## src/rtl/idx_stream_gen.sv

```systemverilog
// idx_stream_gen: arithmetic sequencer emitting packed (optionally bit-reversed) index words
// Revision 1.0
`default_nettype none

module idx_stream_gen #(
    parameter int LANES = 2,
    parameter int IDX_W = 8,
    parameter int CNT_W = 8
) (
    input  logic                   clk,
    input  logic                   rst_n,
    input  logic                   start,
    input  logic                   abort,
    input  logic [IDX_W-1:0]       base,
    input  logic [IDX_W-1:0]       stride,
    input  logic [CNT_W-1:0]       count,
    input  logic                   bitrev,
    output logic [LANES*IDX_W-1:0] dout,
    output logic                   dout_valid,
    input  logic                   dout_ready,
    output logic                   dout_last,
    output logic                   busy,
    output logic                   done
);

    typedef enum logic [1:0] {
        S_IDLE = 2'd0,
        S_RUN  = 2'd1,
        S_FIN  = 2'd2
    } state_t;

    state_t             state;
    state_t             state_nxt;
    logic [IDX_W-1:0]   acc;
    logic [IDX_W-1:0]   stride_r;
    logic               bitrev_r;
    logic [CNT_W-1:0]   left;
    logic               load_first;
    logic               load_next;
    logic               finish;

    logic [IDX_W-1:0]       src_base;
    logic [IDX_W-1:0]       src_stride;
    logic                   src_rev;
    logic [IDX_W-1:0]       chain [0:LANES];
    logic [LANES*IDX_W-1:0] word;

    function automatic logic [IDX_W-1:0] rev_bits(input logic [IDX_W-1:0] v);
        logic [IDX_W-1:0] r;
        for (int i = 0; i < IDX_W; i++) begin
            r[i] = v[IDX_W-1-i];
        end
        return r;
    endfunction

    // In IDLE the first word is built straight from the live inputs;
    // afterwards from the latched configuration and accumulator.
    assign src_base   = (state == S_IDLE) ? base   : acc;
    assign src_stride = (state == S_IDLE) ? stride : stride_r;
    assign src_rev    = (state == S_IDLE) ? bitrev : bitrev_r;

    // Adder chain: lane j = lane j-1 + stride; the last tap is the next lane-0 value.
    assign chain[0] = src_base;

    for (genvar j = 1; j <= LANES; j++) begin : g_chain
        assign chain[j] = chain[j-1] + src_stride;
    end

    for (genvar j = 0; j < LANES; j++) begin : g_pack
        assign word[(LANES-j)*IDX_W-1 -: IDX_W] = src_rev ? rev_bits(chain[j]) : chain[j];
    end

    always_ff @(posedge clk or negedge rst_n) begin
        if (!rst_n) begin
            state <= S_IDLE;
        end else begin
            state <= state_nxt;
        end
    end

    always_comb begin
        state_nxt  = state;
        busy       = 1'b0;
        done       = 1'b0;
        load_first = 1'b0;
        load_next  = 1'b0;
        finish     = 1'b0;
        case (state)
            S_IDLE: begin
                if (start) begin
                    if (count == '0) begin
                        state_nxt = S_FIN;
                    end else begin
                        state_nxt  = S_RUN;
                        load_first = 1'b1;
                    end
                end
            end
            S_RUN: begin
                busy = 1'b1;
                if (abort) begin
                    state_nxt = S_FIN;
                    finish    = 1'b1;
                end else if (dout_valid && dout_ready) begin
                    if (left == '0) begin
                        state_nxt = S_FIN;
                        finish    = 1'b1;
                    end else begin
                        load_next = 1'b1;
                    end
                end
            end
            S_FIN: begin
                done      = 1'b1;
                state_nxt = S_IDLE;
            end
            default: begin
                state_nxt = S_IDLE;
            end
        endcase
    end

    always_ff @(posedge clk or negedge rst_n) begin
        if (!rst_n) begin
            acc        <= '0;
            stride_r   <= '0;
            bitrev_r   <= 1'b0;
            left       <= '0;
            dout       <= '0;
            dout_valid <= 1'b0;
            dout_last  <= 1'b0;
        end else begin
            if (state == S_IDLE && start) begin
                stride_r <= stride;
                bitrev_r <= bitrev;
            end
            if (load_first) begin
                dout       <= word;
                dout_valid <= 1'b1;
                dout_last  <= (count == CNT_W'(1));
                left       <= count - CNT_W'(1);
                acc        <= chain[LANES];
            end else if (load_next) begin
                dout      <= word;
                dout_last <= (left == CNT_W'(1));
                left      <= left - CNT_W'(1);
                acc       <= chain[LANES];
            end else if (finish) begin
                dout_valid <= 1'b0;
                dout_last  <= 1'b0;
            end
        end
    end

endmodule

`default_nettype wire

```

## config.mk

```make
export PLATFORM = sky130hd
export DESIGN_NAME = idx_stream_gen
export DESIGN_NICKNAME = d
export VERILOG_FILES = /design/src/rtl/idx_stream_gen.sv
export SDC_FILE = /design/constraint.sdc
export NUM_CORES = 1
export LEC_CHECK = 0
export BUFFER_PORTS_ARGS = -buffer_cell sky130_fd_sc_hd__buf_2
export CAP_MARGIN = 10
export CORE_ASPECT_RATIO = 1.25
export CORE_MARGIN = 1.5
export CORE_UTILIZATION = 60
export CTS_BUF_LIST = sky130_fd_sc_hd__clkbuf_16
export DETAILED_ROUTE_END_ITERATION = 10
export PLACE_DENSITY = 0.85
export SKIP_CTS_REPAIR_TIMING = 1
export SYNTH_ARGS = -nofsm -noshare
export SYNTH_HDL_FRONTEND = slang
export SYNTH_SLANG_ARGS = --single-unit
```

## constraint.sdc

```tcl
create_clock -name clk -period 7.2 [get_ports clk]
set_input_delay 1.44 -clock clk [delete_from_list [all_inputs] [get_ports clk]]
set_output_delay 1.44 -clock clk [all_outputs]
set_load 0.05 [all_outputs]
```

* Yosys cells after proc, flatten, opt, wreduce, memory -nomap -nowiden
Cells that the tools add are included.
** Word-level totals
- Bits in registers :: 45
- Latch bits :: 0
- Bits in writable memories :: 0
- ROM bits :: 0
- Input bits :: 30
- Word-level logic and storage cells :: 65
- Memories :: 0
** Operators by class
- $add $sub $neg :: 4
- $mul :: 0
- Divide/modulo/power cells :: 0
- Magnitude comparators :: 0
- Equality and inequality tests :: 8
- Shift operators :: 0
- Mux-type cells :: 35
- Bitwise operators :: 0
- Reductions and logical operators :: 10
** Operators with widths (count)
- $mux W8 :: 8
- $mux W16 :: 2
- $mux W1 :: 19
- $add A8 B8 Y8 :: 2
- $eq A8 B1 Y1 const B :: 2
- $logic_not A8 Y1 :: 2
- $sub A8 B1 Y8 const B :: 2
- $mux W2 :: 5
- $ne A3 B3 Y1 const B :: 2
- $ne A2 B2 Y1 const B :: 2
- $pmux W2 S2 :: 1
- $reduce_bool A2 Y1 :: 2
- $reduce_and A3 Y1 :: 1
- $reduce_bool A3 Y1 :: 1
- $eq A2 B1 Y1 const B :: 1
- $eq A2 B2 Y1 const B :: 1
- $logic_and A1 B1 Y1 :: 2
- $logic_not A2 Y1 :: 1
- $reduce_and A2 Y1 :: 1

* Logic depth before layout (Yosys ltp)
- Depth in word-level cells :: 8
- Mapped depth :: 17

* Worst setup path before layout
OpenSTA, ideal clock, no wires.
- Path type :: input -> register
- From :: input base[0]
- To :: register acc[7]
- Setup time :: 125 ps
- Arrival time :: 4016 ps
- Required time :: 7075 ps
- Setup slack :: 3060 ps
- Cell stages on the path :: 13
- Path through :: mux2i_1 -> inv_1 -> ha_1 -> inv_1 -> fa_1 -> o311ai_0 -> xor2_1 -> ha_1 -> o21ai_0 -> nor2_1 -> o41ai_1 -> xnor3_1 -> mux2_2
** On the way
- Word-level cells in the longest chain between the ends :: 5
** Ends and longest elaborated chain
- start, declared :: RTL line 14 : input logic [IDX_W-1:0] base,
- $mux W8 * :: RTL line 58 : assign src_base = (state == S_IDLE) ? base : acc;
- $add A8 B8 Y8 * (2 in a row) :: RTL line 66 : assign chain[j] = chain[j-1] + src_stride;
- $mux W8 :: RTL line 143 : end else if (load_next) begin
- $mux W8 * :: RTL line 137 : if (load_first) begin
- end signal, assigned :: RTL line 142 : acc <= chain[LANES];
- end signal, assigned :: RTL line 147 : acc <= chain[LANES];
- end, declared :: RTL line 34 : logic [IDX_W-1:0] acc;
Mark *: on every way between the ends. The rest lies on a longest branch, timed or not. The select of a mux whose other input is x is not followed.
A chain may end at the register's enable or synchronous reset.

* Worst setup path in the final report
Same ends and word-level chain as after synthesis.

==> impl_metrics.tcl <==
set metrics [dict create \
    path_buf_inv 3 \
    fp.dieW_um 67.09 \
    ys_seq_elements 45 \
    finalHoldWorstSlack_ps 491.7 \
    yosysSeqAreaShare_pct 36.56 \
    cp_slowest_cell "o311ai_0" \
    cp-end-kind "flop" \
    r2r_cells 15 \
    wl_mm 7.104 \
    initial_core_util_pct 61.52 \
    drive_above_1_share_pct 25.27 \
    cts_tree "done" \
    met1_usage_pct 31.95 \
    cp-start-kind "primary input" \
    worstSkewPairLatency_ps 290 \
    yosys_warnings 0 \
    viasPerCell 5.940 \
    layout_commonest_cell "buf_2" \
    synth_cells 321 \
    synth_top_area_share_pct 36.56 \
    async_reset_ff_share_pct 100.0 \
    worstSetupPathType "in2reg" \
    dr.pass1.iters 4 \
    hold_path.class "reg2reg" \
    cpPeakStageDelay_ps 460 \
    fin_crit_ps 4264 \
    path_clk_slew_ps 60 \
    finalSetupTns_ps 0 \
    synth-edff-count 0 \
    antenna_found_initial 0 \
    synth_nets 372 \
    clk_path_buf_depth 2 \
    io_pins 50 \
    hold_viol_final 0 \
    antenna_left 0 \
    slew_headroom_pct 31.60 \
    io_buffer_count 49 \
    num_vias 2554 \
    drv_cap 0 \
    fin_crit_sh_pct 59.23 \
    dpl.hpwl_mm 5.396 \
    coreArea_um2 5007 \
    cts_max_level 2 \
    track_usage_pct 28.17 \
    synthesis.area_um2 3080 \
    nNetsFinal 419 \
    root_buffer "clkbuf_16" \
    rsz0062_at_grt "no" \
    place_congestion 0.8963 \
    drv_slew 0 \
    final_util_pct 69.62 \
    fmax_mhz 234.5 \
    min_path_cells 1 \
    synth_area_leader_cell "dfrtp_1" \
    cp_data_arrival_time_ps 4440 \
    rows 29 \
    outcome "complete, no violations" \
    worstMarginPinSlew_ps 1026 \
    met2_usage_pct 49.41 \
    die_area_um2 5576 \
    skew_ps 5.903 \
    synth_area_leaders "dfrtp_1 37%, mux2_2 8.8%, ha_1 7.7%" \
    synth_area_per_cell_um2 9.596 \
    cpLargestDelayFamily "adder cells" \
    die_y_um 83.11 \
    drcViolationCount 0 \
    layout_common_cells "49 x buf_2, 45 x dfrtp_1, 37 x nor2_1" \
    grt_pass1_wl_mm 11.90 \
    drt_iter0_drc 134 \
    crit_fanout 3 \
    path_cells "buf_2, mux2i_1, inv_1, ha_1, inv_1, fa_1, o311ai_0, xor2_1, ha_1, o21ai_0, nor2_1, o41ai_1, xnor3_1, mux2_2" \
    synth_ff_type "dfrtp_1" \
    wl_per_cell_um 16.52 \
    first_global_vias 2671 \
    crit_required_ps 7370 \
    setup_viol 0 \
    grtUsageMet3_pct 5.285 \
    cts_made_buffers 5 \
    top_usage_layer "met2" \
    path_depth 14 \
    cts.sinks 45 \
    grt_start_max_net_pins 46 \
    antenna_cells 0 \
    reg2reg_slack_ps 3260 \
    synth_cell_types 56 \
    overflow 0 \
    areaGrowthSynthToFinish_pct 13.16 \
    n_fill_cell 408 \
]
==> state kept, by name, indices dropped and copies added, names as in the netlist <==
register	cells
bitrev_r	1
dout_valid	1
dout	16
stride_r	8
state	2
left	8
acc	8
dout_last	1
==> cell usage after synthesis, drive strengths merged, types with 3 or more instances <==
| library cell | n |
|---|---|
| a31oi | 7 |
| ha | 19 |
| xnor2 | 4 |
| nor4 | 3 |
| mux2 | 24 |
| nor2b | 4 |
| xor2 | 15 |
| a21o | 4 |
| o31ai | 5 |
| nor3 | 10 |
| clkbuf | 3 |
| inv | 16 |
| buf | 9 |
| o21ai | 21 |
| a21oi | 22 |
| nor2 | 39 |
| mux2i | 10 |
| nand3 | 7 |
| or3 | 3 |
| nand2 | 22 |
| a32o | 3 |
| dfrtp | 45 |
==> cell families after synthesis <==
family,count (synthesis),synth area share (%)
xor gates and xnor gates,20,6.133
adders and majority gates,21,9.017
buffers and inverters,28,4.387
DFF,45,36.56
and+or+nand+nor,99,15.72
muxes,34,12.14
AOI/OAI and AO/OA,74,16.04
==> final timing paths <==
| kind | end | from |
|---|---|---|
| worst max-delay path | acc[7] | base[0] |
| max in group asynchronous | acc[2] | rst_n |
| min in group asynchronous | stride_r[1] | rst_n |
| worst min-delay path | dout[0] | dout[0] |
| worst min register to register | dout[0] | dout[0] |
| worst max register to register | acc[7] | state[0] |
==> per-layer routing <==
metal | vias up | share of wire [%] | routed length (um)
met5 | - | 0 | 0
met4 | 0 | 3.6 | 258
met3 | 22 | 3.8 | 271
met2 | 66 | 52 | 3707
met1 | 1233 | 40 | 2867
li1 | 1233 | - | -
==> metrics by stage <==
stage | setup WS, ps | area, um2 | cells
4_1_cts | 2926 | 3486 | 430
2_1_floorplan | 3060 | 3080 | 321
3_5_place_dp | 2636 | 3353 | 423
3_3_place_gp | 2762 | 3353 | 423
6_report | 2936 | 3486 | 430
5_1_grt | 2735 | 3486 | 430
==> layout make-up <==
type / instances / area, um2 / area share, %
clock buffer: 5 / 125.1 / 3.589
clock inverter: 2 / 7.507 / 0.2154
inverter: 16 / 60.06 / 1.723
multi-input combinational: 248 / 1822 / 52.26
sequential: 45 / 1126 / 32.30
tap: 62 / 77.57 / 2.225
timing repair buffer: 52 / 267.8 / 7.681
==> worst register-to-register path, cell delays in order (launching register included) <==
cell	delay, ps
dfrtp_1	420
nor2_2	110
buf_4	300
mux2i_1	180
inv_1	110
ha_1	180
inv_1	60
fa_1	420
o311ai_0	460
xor2_1	270
ha_1	300
o21ai_0	90
nor2_1	70
o41ai_1	330
xnor3_1	270
mux2_2	270
Power is not shown: default switching activity piles up to over one toggle a cycle in this logic, so the estimate is an artifact.
